**config.mk**
```make
export PLATFORM = sky130hd
export DESIGN_NAME = add_reservation_station
export DESIGN_NICKNAME = d
export VERILOG_FILES = /design/src/rtl/add_reservation_station.sv
export SDC_FILE = /design/constraint.sdc
export NUM_CORES = 1
export LEC_CHECK = 0
export BUFFER_PORTS_ARGS = -buffer_cell sky130_fd_sc_hd__buf_2
export CORE_MARGIN = 4
export CORE_UTILIZATION = 40
export DETAILED_ROUTE_END_ITERATION = 7
export SKIP_LAST_GASP = 1
export SLEW_MARGIN = 10
export SYNTH_ARGS = -nofsm -noshare
export SYNTH_HDL_FRONTEND = slang
export SYNTH_SLANG_ARGS = --single-unit
```
**constraint.sdc**
```tcl
create_clock -name clk -period 2.2 [get_ports clk]
set_input_delay 0.22 -clock clk [delete_from_list [all_inputs] [get_ports clk]]
set_output_delay 0.22 -clock clk [all_outputs]
set_load 0.005 [all_outputs]
```
**src/rtl/add_reservation_station.sv**
```systemverilog
// Add/sub/and/or reservation station: issue, CDB capture/wakeup, 1-cycle registered dispatch held until alu_ready.
// Define RS_OLDEST_FIRST_EN to dispatch the oldest ready entry instead of the lowest-index one.
module add_reservation_station #(
  parameter int DEPTH    = 3,
  parameter int DATA_W   = 32,
  parameter int TAG_W    = 3,
  parameter int TAG_BASE = 1
) (
  input  logic              clk,
  input  logic              rst,
  input  logic              issue_en,
  input  logic [1:0]        issue_op,
  input  logic [DATA_W-1:0] issue_vj,
  input  logic [TAG_W-1:0]  issue_qj,
  input  logic [DATA_W-1:0] issue_vk,
  input  logic [TAG_W-1:0]  issue_qk,
  output logic              isFull,
  output logic [TAG_W-1:0]  issue_tag,
  input  logic              cdb_valid,
  input  logic [TAG_W-1:0]  cdb_tag,
  input  logic [DATA_W-1:0] cdb_data,
  output logic              alu_valid,
  input  logic              alu_ready,
  output logic [1:0]        alu_op,
  output logic [DATA_W-1:0] alu_a,
  output logic [DATA_W-1:0] alu_b,
  output logic [TAG_W-1:0]  alu_tag
);
  localparam int IDX_W = 3;

  logic [DEPTH-1:0]  busy_q, busy_d, sent_q, sent_d;
  logic [1:0]        op_q [DEPTH];
  logic [1:0]        op_d [DEPTH];
  logic [DATA_W-1:0] vj_q [DEPTH];
  logic [DATA_W-1:0] vj_d [DEPTH];
  logic [DATA_W-1:0] vk_q [DEPTH];
  logic [DATA_W-1:0] vk_d [DEPTH];
  logic [TAG_W-1:0]  qj_q [DEPTH];
  logic [TAG_W-1:0]  qj_d [DEPTH];
  logic [TAG_W-1:0]  qk_q [DEPTH];
  logic [TAG_W-1:0]  qk_d [DEPTH];

  logic              alu_valid_q, alu_valid_d;
  logic [1:0]        alu_op_q, alu_op_d;
  logic [DATA_W-1:0] alu_a_q, alu_a_d, alu_b_q, alu_b_d;
  logic [TAG_W-1:0]  alu_tag_q, alu_tag_d;

  logic [IDX_W-1:0]  free_idx, sel_idx;
  logic              free_found, sel_vld;
  logic [DEPTH-1:0]  ready, free_hit;
  logic              accept, load, do_issue, cdb_hit;

  assign isFull    = &busy_q;
  assign issue_tag = TAG_W'(TAG_BASE) + TAG_W'(free_idx);
  assign accept    = alu_valid_q & alu_ready;
  assign load      = sel_vld & (~alu_valid_q | alu_ready);
  assign do_issue  = issue_en & ~isFull;
  // Tag 0 means "value present", so a zero-tag broadcast must never match.
  assign cdb_hit   = cdb_valid & (cdb_tag != '0);

  assign alu_valid = alu_valid_q;
  assign alu_op    = alu_op_q;
  assign alu_a     = alu_a_q;
  assign alu_b     = alu_b_q;
  assign alu_tag   = alu_tag_q;

  always_comb begin
    free_idx   = '0;
    free_found = 1'b0;
    for (int i = 0; i < DEPTH; i++) begin
      ready[i]    = busy_q[i] & ~sent_q[i] & (qj_q[i] == '0) & (qk_q[i] == '0);
      free_hit[i] = accept & (alu_tag_q == TAG_W'(TAG_BASE + i));
      if (!busy_q[i] && !free_found) begin
        free_idx   = IDX_W'(i);
        free_found = 1'b1;
      end
    end
  end

`ifdef RS_OLDEST_FIRST_EN
  // age_q counts how many live entries are older; unique among busy entries.
  logic [IDX_W-1:0] age_q [DEPTH];
  logic [IDX_W-1:0] age_d [DEPTH];
  logic [IDX_W-1:0] freed_age, live_cnt, best_age;

  always_comb begin
    freed_age = '0;
    live_cnt  = '0;
    for (int i = 0; i < DEPTH; i++) begin
      if (free_hit[i]) freed_age = age_q[i];
      if (busy_q[i] && !free_hit[i]) live_cnt = live_cnt + IDX_W'(1);
    end
    for (int i = 0; i < DEPTH; i++) begin
      age_d[i] = age_q[i];
      if (accept && busy_q[i] && !free_hit[i] && age_q[i] > freed_age)
        age_d[i] = age_q[i] - IDX_W'(1);
      if (do_issue && free_idx == IDX_W'(i))
        age_d[i] = live_cnt;
    end
  end

  always_comb begin
    sel_vld  = 1'b0;
    sel_idx  = '0;
    best_age = '0;
    for (int i = 0; i < DEPTH; i++) begin
      if (ready[i] && (!sel_vld || age_q[i] < best_age)) begin
        sel_vld  = 1'b1;
        sel_idx  = IDX_W'(i);
        best_age = age_q[i];
      end
    end
  end

  always_ff @(posedge clk) begin
    for (int i = 0; i < DEPTH; i++) age_q[i] <= rst ? '0 : age_d[i];
  end
`else
  always_comb begin
    sel_vld = 1'b0;
    sel_idx = '0;
    for (int i = 0; i < DEPTH; i++) begin
      if (ready[i] && !sel_vld) begin
        sel_vld = 1'b1;
        sel_idx = IDX_W'(i);
      end
    end
  end
`endif

  always_comb begin
    busy_d      = busy_q;
    sent_d      = sent_q;
    op_d        = op_q;
    vj_d        = vj_q;
    qj_d        = qj_q;
    vk_d        = vk_q;
    qk_d        = qk_q;
    alu_valid_d = alu_valid_q & ~accept;
    alu_op_d    = alu_op_q;
    alu_a_d     = alu_a_q;
    alu_b_d     = alu_b_q;
    alu_tag_d   = alu_tag_q;
    for (int i = 0; i < DEPTH; i++) begin
      if (busy_q[i] && cdb_hit && qj_q[i] == cdb_tag) begin
        vj_d[i] = cdb_data;
        qj_d[i] = '0;
      end
      if (busy_q[i] && cdb_hit && qk_q[i] == cdb_tag) begin
        vk_d[i] = cdb_data;
        qk_d[i] = '0;
      end
      if (free_hit[i]) begin
        busy_d[i] = 1'b0;
        sent_d[i] = 1'b0;
      end
      if (load && sel_idx == IDX_W'(i)) begin
        alu_valid_d = 1'b1;
        alu_op_d    = op_q[i];
        alu_a_d     = vj_q[i];
        alu_b_d     = vk_q[i];
        alu_tag_d   = TAG_W'(TAG_BASE + i);
        sent_d[i]   = 1'b1;
      end
      // The issue slot is never busy, so it cannot collide with wakeup, free or load above.
      if (do_issue && free_idx == IDX_W'(i)) begin
        busy_d[i] = 1'b1;
        sent_d[i] = 1'b0;
        op_d[i]   = issue_op;
        vj_d[i]   = (cdb_hit && issue_qj == cdb_tag) ? cdb_data : issue_vj;
        qj_d[i]   = (cdb_hit && issue_qj == cdb_tag) ? '0 : issue_qj;
        vk_d[i]   = (cdb_hit && issue_qk == cdb_tag) ? cdb_data : issue_vk;
        qk_d[i]   = (cdb_hit && issue_qk == cdb_tag) ? '0 : issue_qk;
      end
    end
  end

  always_ff @(posedge clk) begin
    if (rst) begin
      busy_q      <= '0;
      sent_q      <= '0;
      alu_valid_q <= 1'b0;
      alu_op_q    <= '0;
      alu_a_q     <= '0;
      alu_b_q     <= '0;
      alu_tag_q   <= '0;
      for (int i = 0; i < DEPTH; i++) begin
        op_q[i] <= '0;
        vj_q[i] <= '0;
        qj_q[i] <= '0;
        vk_q[i] <= '0;
        qk_q[i] <= '0;
      end
    end else begin
      busy_q      <= busy_d;
      sent_q      <= sent_d;
      alu_valid_q <= alu_valid_d;
      alu_op_q    <= alu_op_d;
      alu_a_q     <= alu_a_d;
      alu_b_q     <= alu_b_d;
      alu_tag_q   <= alu_tag_d;
      op_q        <= op_d;
      vj_q        <= vj_d;
      qj_q        <= qj_d;
      vk_q        <= vk_d;
      qk_q        <= qk_d;
    end
  end
endmodule

```
==> results of run 1 <==
## where the power goes
group          internal [mW]  switching, mW  total, mW
Combinational           1.07           1.36       2.43
Clock                   2.96           2.10       5.05
Sequential              5.69          0.258       5.95
## through the flow
step	area, um^2	power [mW]	setup TNS, ns
2_1_floorplan	12480	7.253	0
3_3_place_gp	14690	8.289	0
3_5_place_dp	14690	8.326	-0.007283
4_1_cts	16570	13.46	0
5_1_grt	16590	13.95	-0.01272
6_report	16590	13.43	0
## flip-flops by register name, summed over array words and instances (netlist names)
| name | count |
|---|---|
| qk_q | 9 |
| alu_tag | 2 |
| alu_op | 2 |
| busy_q | 3 |
| sent_q | 3 |
| vk_q | 96 |
| op_q | 6 |
| alu_valid | 1 |
| alu_a | 32 |
| qj_q | 9 |
| vj_q | 96 |
| alu_b | 32 |
## logic make-up (layout without fill, tap and decap cells)
family / Yosys count / count (layout)
other: 1 / 2
buffers and inverters: 166 / 467
XOR/XNOR: 27 / 27
AND/OR/NAND/NOR: 546 / 546
flip-flops: 291 / 291
AO/OA/AOI/OAI: 379 / 379
## worst paths after layout
check	endpoint	depth (start not counted)	slack (ns)
setup / recovery	alu_b[20]$_SDFFE_PP0P_	6	0.07
hold / removal	vk_q[75]$_SDFFE_PP0P_	3	0.01
setup reg to reg	alu_b[20]$_SDFFE_PP0P_	6	0.07
hold reg to reg	op_q[3]$_SDFFE_PP0P_	2	0.46
## metal layers
layer	up-vias	track usage, %	wire length (um)
met5	-	0	0
met4	0	7.098	977
met3	59	3.967	3975
met2	617	41.65	21430
met1	6051	36.43	19600
li1	5804	-	-
## worst reg2reg max path: cells and delay by family (launching register included)
kind,cells,cell delay [ns]
buffers and inverters,1,0.17
DFF,1,0.31
and+or+nand+nor,2,0.79
AOI/OAI and AO/OA,3,0.72
## synth_stat cells, types with 4 or more instances
| master | number | area share [%] |
|---|---|---|
| a211oi_1 | 40 | 2.4 |
| a211oi_2 | 22 | 2.2 |
| a21oi_1 | 84 | 3.4 |
| a222oi_1 | 95 | 7.6 |
| a22o_1 | 4 | 0.28 |
| a22oi_1 | 52 | 3.1 |
| and2_1 | 4 | 0.20 |
| buf_2 | 29 | 1.2 |
| buf_4 | 8 | 0.48 |
| buf_6 | 10 | 0.90 |
| clkbuf_1 | 83 | 2.5 |
| dfxtp_1 | 291 | 47 |
| inv_1 | 33 | 0.99 |
| nand2_1 | 19 | 0.57 |
| nand4_1 | 4 | 0.20 |
| nor2_1 | 417 | 13 |
| nor3_1 | 6 | 0.24 |
| nor4_1 | 71 | 3.6 |
| o21ai_1 | 4 | 0.16 |
| o221a_1 | 6 | 0.54 |
| o221a_2 | 58 | 5.2 |
| xnor2_1 | 15 | 1.1 |
| xor2_1 | 12 | 0.84 |
## repair_timing
action	4_1_cts	5_1_grt
buffers inserted	0	0
hold buffers	91	0
gates resized for setup	1	6
hold endpoints to repair	157	0
endpoints found under the setup margin	1	24
## final cells by class
type | count | share of cell area, %
inverters | 33 | 0.7465
repair buffers | 386 | 18.90
well taps | 396 | 2.986
clock inverters | 6 | 0.5731
flip-flops and latches | 291 | 35.11
clock buffers | 42 | 5.226
multi-input cells | 954 | 36.46
==> summary.txt, run 1 <==
Outcome
  – Status: finished, violations left
  – Violated checks: DRC

Power and ir drop
  – Leakage: 6.568 nW
  – VDD IR max: roughly 0.0006 V
  – PwrDens: a little over 800 mW/mm^2

Logic synthesis
  – Synth Register Bits: between 200 and 300
  – EDFF count, synth: 0
  – Post-synthesis sequential area ratio: a little under half
  – Simple-gate share of the synthesized area: about a fifth
  – Syn_area_per_cell: about 8.8 um^2
  – Distinct cells, synth: between 50 and 60
  – Synth Instances: around 1400
  – Synth async-reset ratio: 0%
  – Post-Synth XOR/XNOR Area: 1.896%
  – Mux share of post-synthesis cell area: 0%
  – Share of the synthesized area in compound gates (AO/OA/AOI/OAI): a little over a quarter
  – Dominant synthesized flop cell: dfxtp_1
  – Largest family of logic cells by synthesized area: compound AO/OA/AOI/OAI gates
  – Synth Cell Area: roughly 0.012 mm^2
  – Synth warn: 0
  – Adder-Cell Fraction of Synth Area: 0%

Drt
  – Antenna-violating nets left: 0
  – Routed len/inst: approximately 22 um
  – Initial DRC Count: approximately 1800
  – Total number of vias: around 13000
  – Final wirelength: 45980 um
  – DR DRC count: 15
  – Via density: around 5.9
  – DR pass1 iterations: 8

Cells and area
  – Commonest non-fill, non-tap cells in the layout: 415 x nor2_1, 291 x dfxtp_1, 182 x buf_2, 95 x a222oi_1, 91 x dlygate4sd3_1
  – Commonest non-fill, non-tap cell in the layout: nor2_1
  – Layout Area Growth over Synthesis: 33.02%
  – Filler instances: 2822
  – ANT cells: 0
  – Storage element area: 0.005826 mm^2
  – Area of the multi-input gates: around 0.006 mm^2
  – Final Util: 54.10%
  – Non-Filler Instances: around 2100
  – Layout cells sized above 1: 26.17%
  – # nets final: ~1800

STA
  – FMAX: 470.4 MHz
  – Worst-Margin Slew: 0.5448 ns
  – Final Setup Violations: 0
  – Final hold vios: 0
  – Tcrit/Tclk final: 96.64%
  – Max Clock Skew: between 0.008 and 0.009 ns
  – RSZ-0062 raised after global routing: yes
  – Hold Worst Slack: around 0.014 ns
  – Max_slew headroom: a little under two thirds
  – Final Slew Violations: 0
  – Min Tclk post-route: around 2.1 ns
  – Final worst slack: approximately 0.074 ns

Global routing
  – GRT Total Usage: between 20% and 30%
  – Vias in the first global route: approximately 12000
  – First-pass GRT wire length: slightly above 70000 um
  – Antenna violations before repair: 0
  – GRT overflow: 0
  – Maximum number of pins on one net before global-route repair: 52

Run
  – Max-Cap Viols: 0

Placed design
  – Placer Congestion: 0.8058
  – Port buffer count: 183
  – Dpl ws: -0.007283 ns
  – Placed cells: 1969
  – DP HPWL: approximately 29000 um

Worst setup path
  – Startpoint types: flop
  – Worst Setup SP: qk_q[0]$_SDFFE_PP0P_
  – Crit path buf inv count: 1
  – Crit path largest cell delay: around 0.57 ns
  – Critical path endpoint category: flop
  – CP max-delay cell: or4_4
  – Crit-path cells: or4_4 > nor2_1 > o21ai_4 > buf_12 > a222oi_1 > a211oi_1
  – CP max FO: 23
  – Req. time, crit path: roughly 2.6 ns
  – CP delay by family, top: simple AND/OR/NAND/NOR gates
  – RR Startpoint: qk_q[0]$_SDFFE_PP0P_
  – Crit path kind: reg -> reg
  – Arrival @ worst endpoint: between 2 and 3 ns

Clock tree
  – Later-pin clock latency in the skew report: 0.57 ns
  – Clock root buffer: clkbuf_16
  – Total CTS buffers: 31
  – Clk pin slew, worst setup/hold paths: approximately 0.06 ns
  – H-tree depth: 1
  – Max Root-Sink Buffers: 3
  – Clock Sink Count: between 200 and 300
  – CTS tree: done

Floorplanning
  – Rows: between 60 and 70
  – Die H: 184.6 um
  – Core Region: between 0.03 and 0.04 mm^2
  – Die ar.: between 0.03 and 0.04 mm^2
  – Initial core utilization: about two fifths
  – Die X: between 150 and 200 um
  – Ports: 186

Hold path
  – Worst hold-check path type: in -> reg
  – Hold Crit Start: cdb_data[11]
(Power assumes the default switching activity.)
==> inputs of run 2 (changes only) <==
==> constraint.sdc (replaced) <==
create_clock -name clk -period 2.2 [get_ports clk]
set_input_delay 0.44 -clock clk [delete_from_list [all_inputs] [get_ports clk]]
set_output_delay 0.44 -clock clk [all_outputs]
set_load 0.005 [all_outputs]
==> run 2 against run 1 <==
The run ends with setup timing left. Sequential cell count is the same. Die area is the same. Combinational power grew 5%. Total power grew 4.6%. Global-route usage is essentially flat. Cell area grew 0.33%. Sequential power is essentially flat. Non-clock buffer count shrank 26. Count of clock-buffer cells in the layout is the same. Largest cell class unchanged.
==> summary.txt, run 2 (same netlist as run 1, synthesis figures left out) <==
Drt
  – Antenna-violating nets left: 0 (unchanged)
  – Final wirelength: 46430 um (was 45980 um)
  – Initial DRC Count: 1837 (was 1793)
  – Routed len/inst: 22.16 um (was 21.81 um)
  – DR DRC count: 0 (was 15)
  – Via density: 5.985 (was 5.944)
  – Total number of vias: 12539 (was 12531)
  – DR pass1 iterations: 7 (was 8)

Cells and area
  – Layout cells sized above 1: 32.00% (was 26.17%)
  – Final Util: 54.28% (was 54.10%)
  – # nets final: 1784 (was 1809)
  – Commonest non-fill, non-tap cells in the layout: 414 x nor2_1, 290 x dfxtp_1, 182 x buf_2, 119 x buf_4, 95 x a222oi_1 (was 415 x nor2_1, 291 x dfxtp_1, 182 x buf_2, 95 x a222oi_1, 91 x dlygate4sd3_1)
  – Layout Area Growth over Synthesis: 33.46% (was 33.02%)
  – Top Registers: vj_q (96), vk_q (96) (unchanged)
  – Commonest non-fill, non-tap cell in the layout: nor2_1 (unchanged)

Worst setup path
  – Arrival @ worst endpoint: 2.63 ns (was 2.56 ns)
  – Startpoint types: flop (unchanged)
  – Critical path endpoint category: flop (unchanged)
  – CP max FO: 13 (was 23)
  – FF-to-FF path depth: 7 (was 6)
  – RR Startpoint: qj_q[2]$_SDFFE_PP0P_ (was qk_q[0]$_SDFFE_PP0P_)
  – Reg-to-Reg End: alu_b[23]$_SDFFE_PP0P_ (was alu_b[20]$_SDFFE_PP0P_)
  – Req. time, crit path: 2.63 ns (was 2.64 ns)
  – Crit path kind: reg -> reg (unchanged)
  – R2R setup slack: -0.007 ns (was 0.07 ns)

Global routing
  – First-pass GRT wire length: 70470 um (was 70580 um)
  – Vias in the first global route: 12062 (was 12114)
  – Antenna violations before repair: 1 (was 0)
  – GRT Total Usage: 25.87% (was 25.92%)
  – Maximum number of pins on one net before global-route repair: 66 (was 52)
  – GRT overflow: 0 (unchanged)

Placed design
  – DP HPWL: 30230 um (was 29350 um)
  – Dpl ws: -0.2236 ns (was -0.007283 ns)
  – Placer Congestion: 0.8843 (was 0.8058)
  – Port buffer count: 183 (unchanged)

Floorplanning
  – Die H: 184.6 um (unchanged)
  – Ports: 186 (unchanged)
  – Die ar.: 0.03407 mm^2 (unchanged)
  – Core Region: 0.03067 mm^2 (unchanged)
  – Die X: 184.6 um (unchanged)
  – Initial core utilization: 40.67% (unchanged)
  – Rows: 64 (unchanged)

STA
  – Final Slew Violations: 0 (unchanged)
  – Tcrit/Tclk final: 100.3% (was 96.64%)
  – Max_slew headroom: 53.84% (was 63.37%)
  – Worst-Margin Slew: 0.6901 ns (was 0.5448 ns)
  – Final worst slack: -0.006800 ns (was 0.07398 ns)
  – Min Tclk post-route: 2.207 ns (was 2.126 ns)
  – RSZ-0062 raised after global routing: yes (unchanged)
  – FMAX: 453.1 MHz (was 470.4 MHz)
  – Final Setup Violations: 1 (was 0)
  – Max Clock Skew: 0.009442 ns (was 0.008978 ns)
  – Final hold vios: 0 (unchanged)
  – Total Neg Setup Slack: -0.006800 ns (was 0 ns)

Power and ir drop
  – VDD IR max: 0.0005488 V (was 0.0006152 V)
  – Total power: 14.05 mW (was 13.43 mW)
  – PwrDens: 843.8 mW/mm^2 (was 809.3 mW/mm^2)
  – Leakage: 6.678 nW (was 6.568 nW)

Clock tree
  – Later-pin clock latency in the skew report: 0.57 ns (about the same)
  – H-tree depth: 1 (unchanged)
  – CTS tree: done (unchanged)
  – Clock root buffer: clkbuf_16 (unchanged)
  – Clock Sink Count: 291 (unchanged)
  – Clk pin slew, worst setup/hold paths: 0.06 ns (about the same)
  – Max Root-Sink Buffers: 3 (unchanged)
  – Total CTS buffers: 31 (unchanged)

Outcome
  – Violated checks: setup timing (was DRC)
  – Status: finished, violations left (unchanged)

Hold path
  – Worst hold-check path type: in -> reg (unchanged)
  – WHS Endpoint: op_q[4]$_SDFFE_PP0P_ (was vk_q[75]$_SDFFE_PP0P_)
  – Hold Crit Start: issue_op[0] (was cdb_data[11])
  – Worst hold path depth: 3 (unchanged)

Run
  – Max-Cap Viols: 0 (unchanged)
## run 2: cell count changes in the layout (fill, tap and decap cells not counted), moves of 7 or more
cell / delta
buf_4: +44
buf_12: +7
dlygate4sd3_1: -91
a211oi_1: -9
a211oi_2: +9
## run 2: how the worst max path moves through the flow
stage | startpoint | to | slack, ns | depth (start not counted)
after floorplan | cdb_tag[0] | vk_q[51]$_SDFFE_PP0P_ | 0.16 | 7
after global placement | cdb_tag[1] | vk_q[24]$_SDFFE_PP0P_ | -0.16 | 6
after detailed placement | cdb_tag[1] | vk_q[5]$_SDFFE_PP0P_ | -0.22 | 6
after CTS | qk_q[0]$_SDFFE_PP0P_ | alu_a[21]$_SDFFE_PP0P_ | 0.009 | 6
after global routing | qj_q[2]$_SDFFE_PP0P_ | alu_b[7]$_SDFFE_PP0P_ | -0.05 | 7
final | qj_q[2]$_SDFFE_PP0P_ | alu_b[23]$_SDFFE_PP0P_ | -0.007 | 7
## run 2: through the flow
step	hold WS, ns	std cells	area (um^2)
after global placement	0.4424	2013	15110
after detailed placement	0.4462	2013	15110
after global routing	0.1291	2094	16640
after floorplan	0.4359	1411	12480
after CTS	0.1167	2077	16300
final	0.1365	2095	16650
## run 2: what timing repair did
item,in CTS,in global routing
resized for setup,4,27
pin swaps,2,26
hold buffers,0,0
cloned,2,6
buffers inserted,4,10
endpoints found under the setup margin,36,58
## run 2: metal layers
layer,part of all wire (%),up-vias,track usage (%)
li1,-,5773,-
met1,43,6107,36.61
met3,8.1,72,3.473
met5,0,-,0
met4,2.7,0,7.927
met2,46,587,41.24
## run 2: area by class of cell
cell class | count | area (um^2)
tap | 396 | 495.5
sequential | 291 | 5827
fill | 2785 | 14020
clock inverter | 16 | 190.2
timing repair buffer | 360 | 2973
antenna | 2 | 5.005
multi-input combinational | 955 | 6136
inverter | 33 | 123.9
clock buffer | 42 | 897.1
## run 2: where the power goes
group	total (mW)	leakage (nW)	switching [mW]	internal (mW)
logic	2.56	3.75	1.41	1.16
registers	5.94	2.38	0.249	5.69
clock network	5.55	0.544	2.23	3.32
## run 2: worst max-delay path, stage by stage, from the launching register on
cell	delay (ns)
dfxtp_2	0.33
or4b_4	0.59
nor2_4	0.15
o21ai_4	0.11
buf_6	0.14
clkbuf_16	0.17
a222oi_1	0.45
a211oi_1	0.14
==> inputs of run 3 (changes only) <==
--- a/config.mk
+++ b/config.mk
@@ -9,6 +9,7 @@
 export CORE_MARGIN = 4
 export CORE_UTILIZATION = 40
 export DETAILED_ROUTE_END_ITERATION = 7
+export RECOVER_POWER = 100
 export SKIP_LAST_GASP = 1
 export SLEW_MARGIN = 10
 export SYNTH_ARGS = -nofsm -noshare
==> run 3 against run 2 <==
The flow now finishes without violations. Count of clock-buffer cells in the layout stayed put. Cell count stayed put. Non-clock buffer count stayed put. Worst setup slack improved by 0.020 ns. Global-route usage unchanged. Fmax grew 0.92%. Critical endpoint unchanged. Largest cell class unchanged.
==> summary.txt, run 3 (same netlist as run 1, synthesis figures left out) <==
Outcome
  – Status: finished clean (was finished, violations left)

STA
  – Min Tclk post-route: 2.187 ns (was 2.207 ns)
  – Final Slew Violations: 0 (unchanged)
  – Worst-Margin Slew: 0.6925 ns (was 0.6901 ns)
  – Final hold vios: 0 (unchanged)
  – RSZ-0062 raised after global routing: yes (unchanged)
  – Final worst slack: 0.01335 ns (was -0.006800 ns)
  – Tcrit/Tclk final: 99.39% (was 100.3%)
  – Max_slew headroom: 53.68% (was 53.84%)
  – Final Setup Violations: 0 (was 1)
  – Max Clock Skew: 0.009293 ns (was 0.009442 ns)
  – FMAX: 457.3 MHz (was 453.1 MHz)

Worst setup path
  – Crit path kind: reg -> reg (unchanged)
  – CP max FO: 13 (unchanged)
  – Critical path endpoint category: flop (unchanged)
  – FF-to-FF path depth: 7 (unchanged)
  – RR Startpoint: qj_q[2]$_SDFFE_PP0P_ (unchanged)
  – R2R setup slack: 0.01 ns (was -0.007 ns)
  – Req. time, crit path: 2.63 ns (about the same)
  – Reg-to-Reg End: alu_b[23]$_SDFFE_PP0P_ (unchanged)
  – Arrival @ worst endpoint: 2.61 ns (was 2.63 ns)
  – Startpoint types: flop (unchanged)

Floorplanning
  – Die ar.: 0.03407 mm^2 (unchanged)
  – Rows: 64 (unchanged)
  – Die X: 184.6 um (unchanged)
  – Initial core utilization: 40.67% (unchanged)
  – Die H: 184.6 um (unchanged)
  – Core Region: 0.03067 mm^2 (unchanged)
  – Ports: 186 (unchanged)

Clock tree
  – Clock root buffer: clkbuf_16 (unchanged)
  – CTS tree: done (unchanged)
  – Later-pin clock latency in the skew report: 0.57 ns (about the same)
  – H-tree depth: 1 (unchanged)
  – Clk pin slew, worst setup/hold paths: 0.06 ns (about the same)
  – Max Root-Sink Buffers: 3 (unchanged)
  – Total CTS buffers: 31 (unchanged)
  – Clock Sink Count: 291 (unchanged)

Cells and area
  – Layout cells sized above 1: 31.88% (was 32.00%)
  – # nets final: 1784 (unchanged)
  – Commonest non-fill, non-tap cells in the layout: 414 x nor2_1, 290 x dfxtp_1, 182 x buf_2, 116 x buf_4, 95 x a222oi_1 (was 414 x nor2_1, 290 x dfxtp_1, 182 x buf_2, 119 x buf_4, 95 x a222oi_1)
  – Area of the multi-input gates: 0.006136 mm^2 (unchanged)
  – Non-Filler Instances: 2095 (unchanged)
  – Layout Area Growth over Synthesis: 33.40% (was 33.46%)
  – Top Registers: vj_q (96), vk_q (96) (unchanged)
  – Storage element area: 0.005827 mm^2 (unchanged)
  – Filler instances: 2787 (was 2785)
  – Final Util: 54.26% (was 54.28%)
  – Commonest non-fill, non-tap cell in the layout: nor2_1 (unchanged)

Hold path
  – WHS Endpoint: op_q[4]$_SDFFE_PP0P_ (unchanged)
  – Worst hold-check path type: in -> reg (unchanged)
  – Hold Crit Start: issue_op[0] (unchanged)
  – Worst hold path depth: 3 (unchanged)

Placed design
  – Port buffer count: 183 (unchanged)
  – Placed cells: 2013 (unchanged)
  – DP HPWL: 30230 um (unchanged)
  – Placer Congestion: 0.8843 (unchanged)
  – Dpl ws: -0.2236 ns (unchanged)

Power and ir drop
  – VDD IR max: 0.0005505 V (was 0.0005488 V)
  – Leakage: 6.669 nW (was 6.678 nW)
  – PwrDens: 844.4 mW/mm^2 (was 843.8 mW/mm^2)

Global routing
  – Maximum number of pins on one net before global-route repair: 66 (unchanged)
  – Vias in the first global route: 12062 (unchanged)
  – GRT overflow: 0 (unchanged)
  – Antenna violations before repair: 1 (unchanged)
  – GRT Total Usage: 25.87% (unchanged)
  – First-pass GRT wire length: 70470 um (unchanged)

Drt
  – DR DRC count: 0 (unchanged)
  – Via density: 5.987 (was 5.985)
  – Routed len/inst: 22.15 um (was 22.16 um)
  – Antenna-violating nets left: 0 (unchanged)
  – Initial DRC Count: 1808 (was 1837)
  – Total number of vias: 12542 (was 12539)
  – DR pass1 iterations: 8 (was 7)
  – Final wirelength: 46400 um (was 46430 um)

Run
  – Max-Cap Viols: 0 (unchanged)
[run 3: cell types whose count changed in the layout (fill, tap and decap cells not counted)]
cell | before | now
buf_4 | 119 | 116
clkbuf_1 | 3 | 5
clkbuf_4 | 0 | 1
[run 3: metal layers]
metal	track usage [%]	wire length, um
met2	41.24	21510
met5	0	0
met1	36.61	19850
met4	7.927	1247
met3	3.473	3800
[run 3: report_power, final]
part	leakage (nW)	internal [mW]	switching (mW)
registers	2.38	5.69	0.248
logic	3.74	1.15	1.41
clock network	0.544	3.32	2.24
total	6.67	10.2	3.89
[run 3: through the flow]
step                      total power [mW]  hold WS (ns)  cell area [um^2]  setup TNS [ns]
after global routing                 14.61        0.1291             16640         -0.1587
after detailed placement             8.419        0.4462             15110          -12.41
after global placement               8.382        0.4424             15110          -6.761
final                                14.05        0.1361             16640               0
after floorplan                      7.253        0.4359             12480               0
after CTS                            13.94        0.1167             16300               0
[run 3: final cells by class]
type                    instances  area share [%]
clock inverters                16           1.143
inverters                      33          0.7444
flip-flops and latches        291           35.02
diodes                          2         0.03008
clock buffers                  42           5.391
repair buffers                360           17.82
well taps                     396           2.978
multi-input cells             955           36.87
[run 3: how the worst max path moves through the flow]
| stage | start | end | slack [ns] |
|---|---|---|---|
| 2_1_floorplan | cdb_tag[0] | vk_q[51]$_SDFFE_PP0P_ | 0.16 |
| 3_3_place_gp | cdb_tag[1] | vk_q[24]$_SDFFE_PP0P_ | -0.16 |
| 3_5_place_dp | cdb_tag[1] | vk_q[5]$_SDFFE_PP0P_ | -0.22 |
| 4_1_cts | qk_q[0]$_SDFFE_PP0P_ | alu_a[21]$_SDFFE_PP0P_ | 0.009 |
| 5_1_grt | qj_q[2]$_SDFFE_PP0P_ | alu_b[7]$_SDFFE_PP0P_ | -0.05 |
| 6_report | qj_q[2]$_SDFFE_PP0P_ | alu_b[23]$_SDFFE_PP0P_ | 0.01 |
[run 3: repair_timing]
action | 4_1_cts | 5_1_grt
gates resized for setup | 4 | 27
gates cloned | 2 | 6
buffers inserted | 4 | 10
hold buffers | 0 | 0
endpoints found under the hold margin | 0 | 0
pin swaps | 2 | 26
setup endpoints to repair | 36 | 58
[run 3: critical path, stage by stage (launching register included)]
cell	delay, ns
dfxtp_2	0.33
or4b_4	0.59
nor2_4	0.15
o21ai_4	0.11
buf_6	0.14
clkbuf_16	0.16
a222oi_1	0.43
a211oi_1	0.13
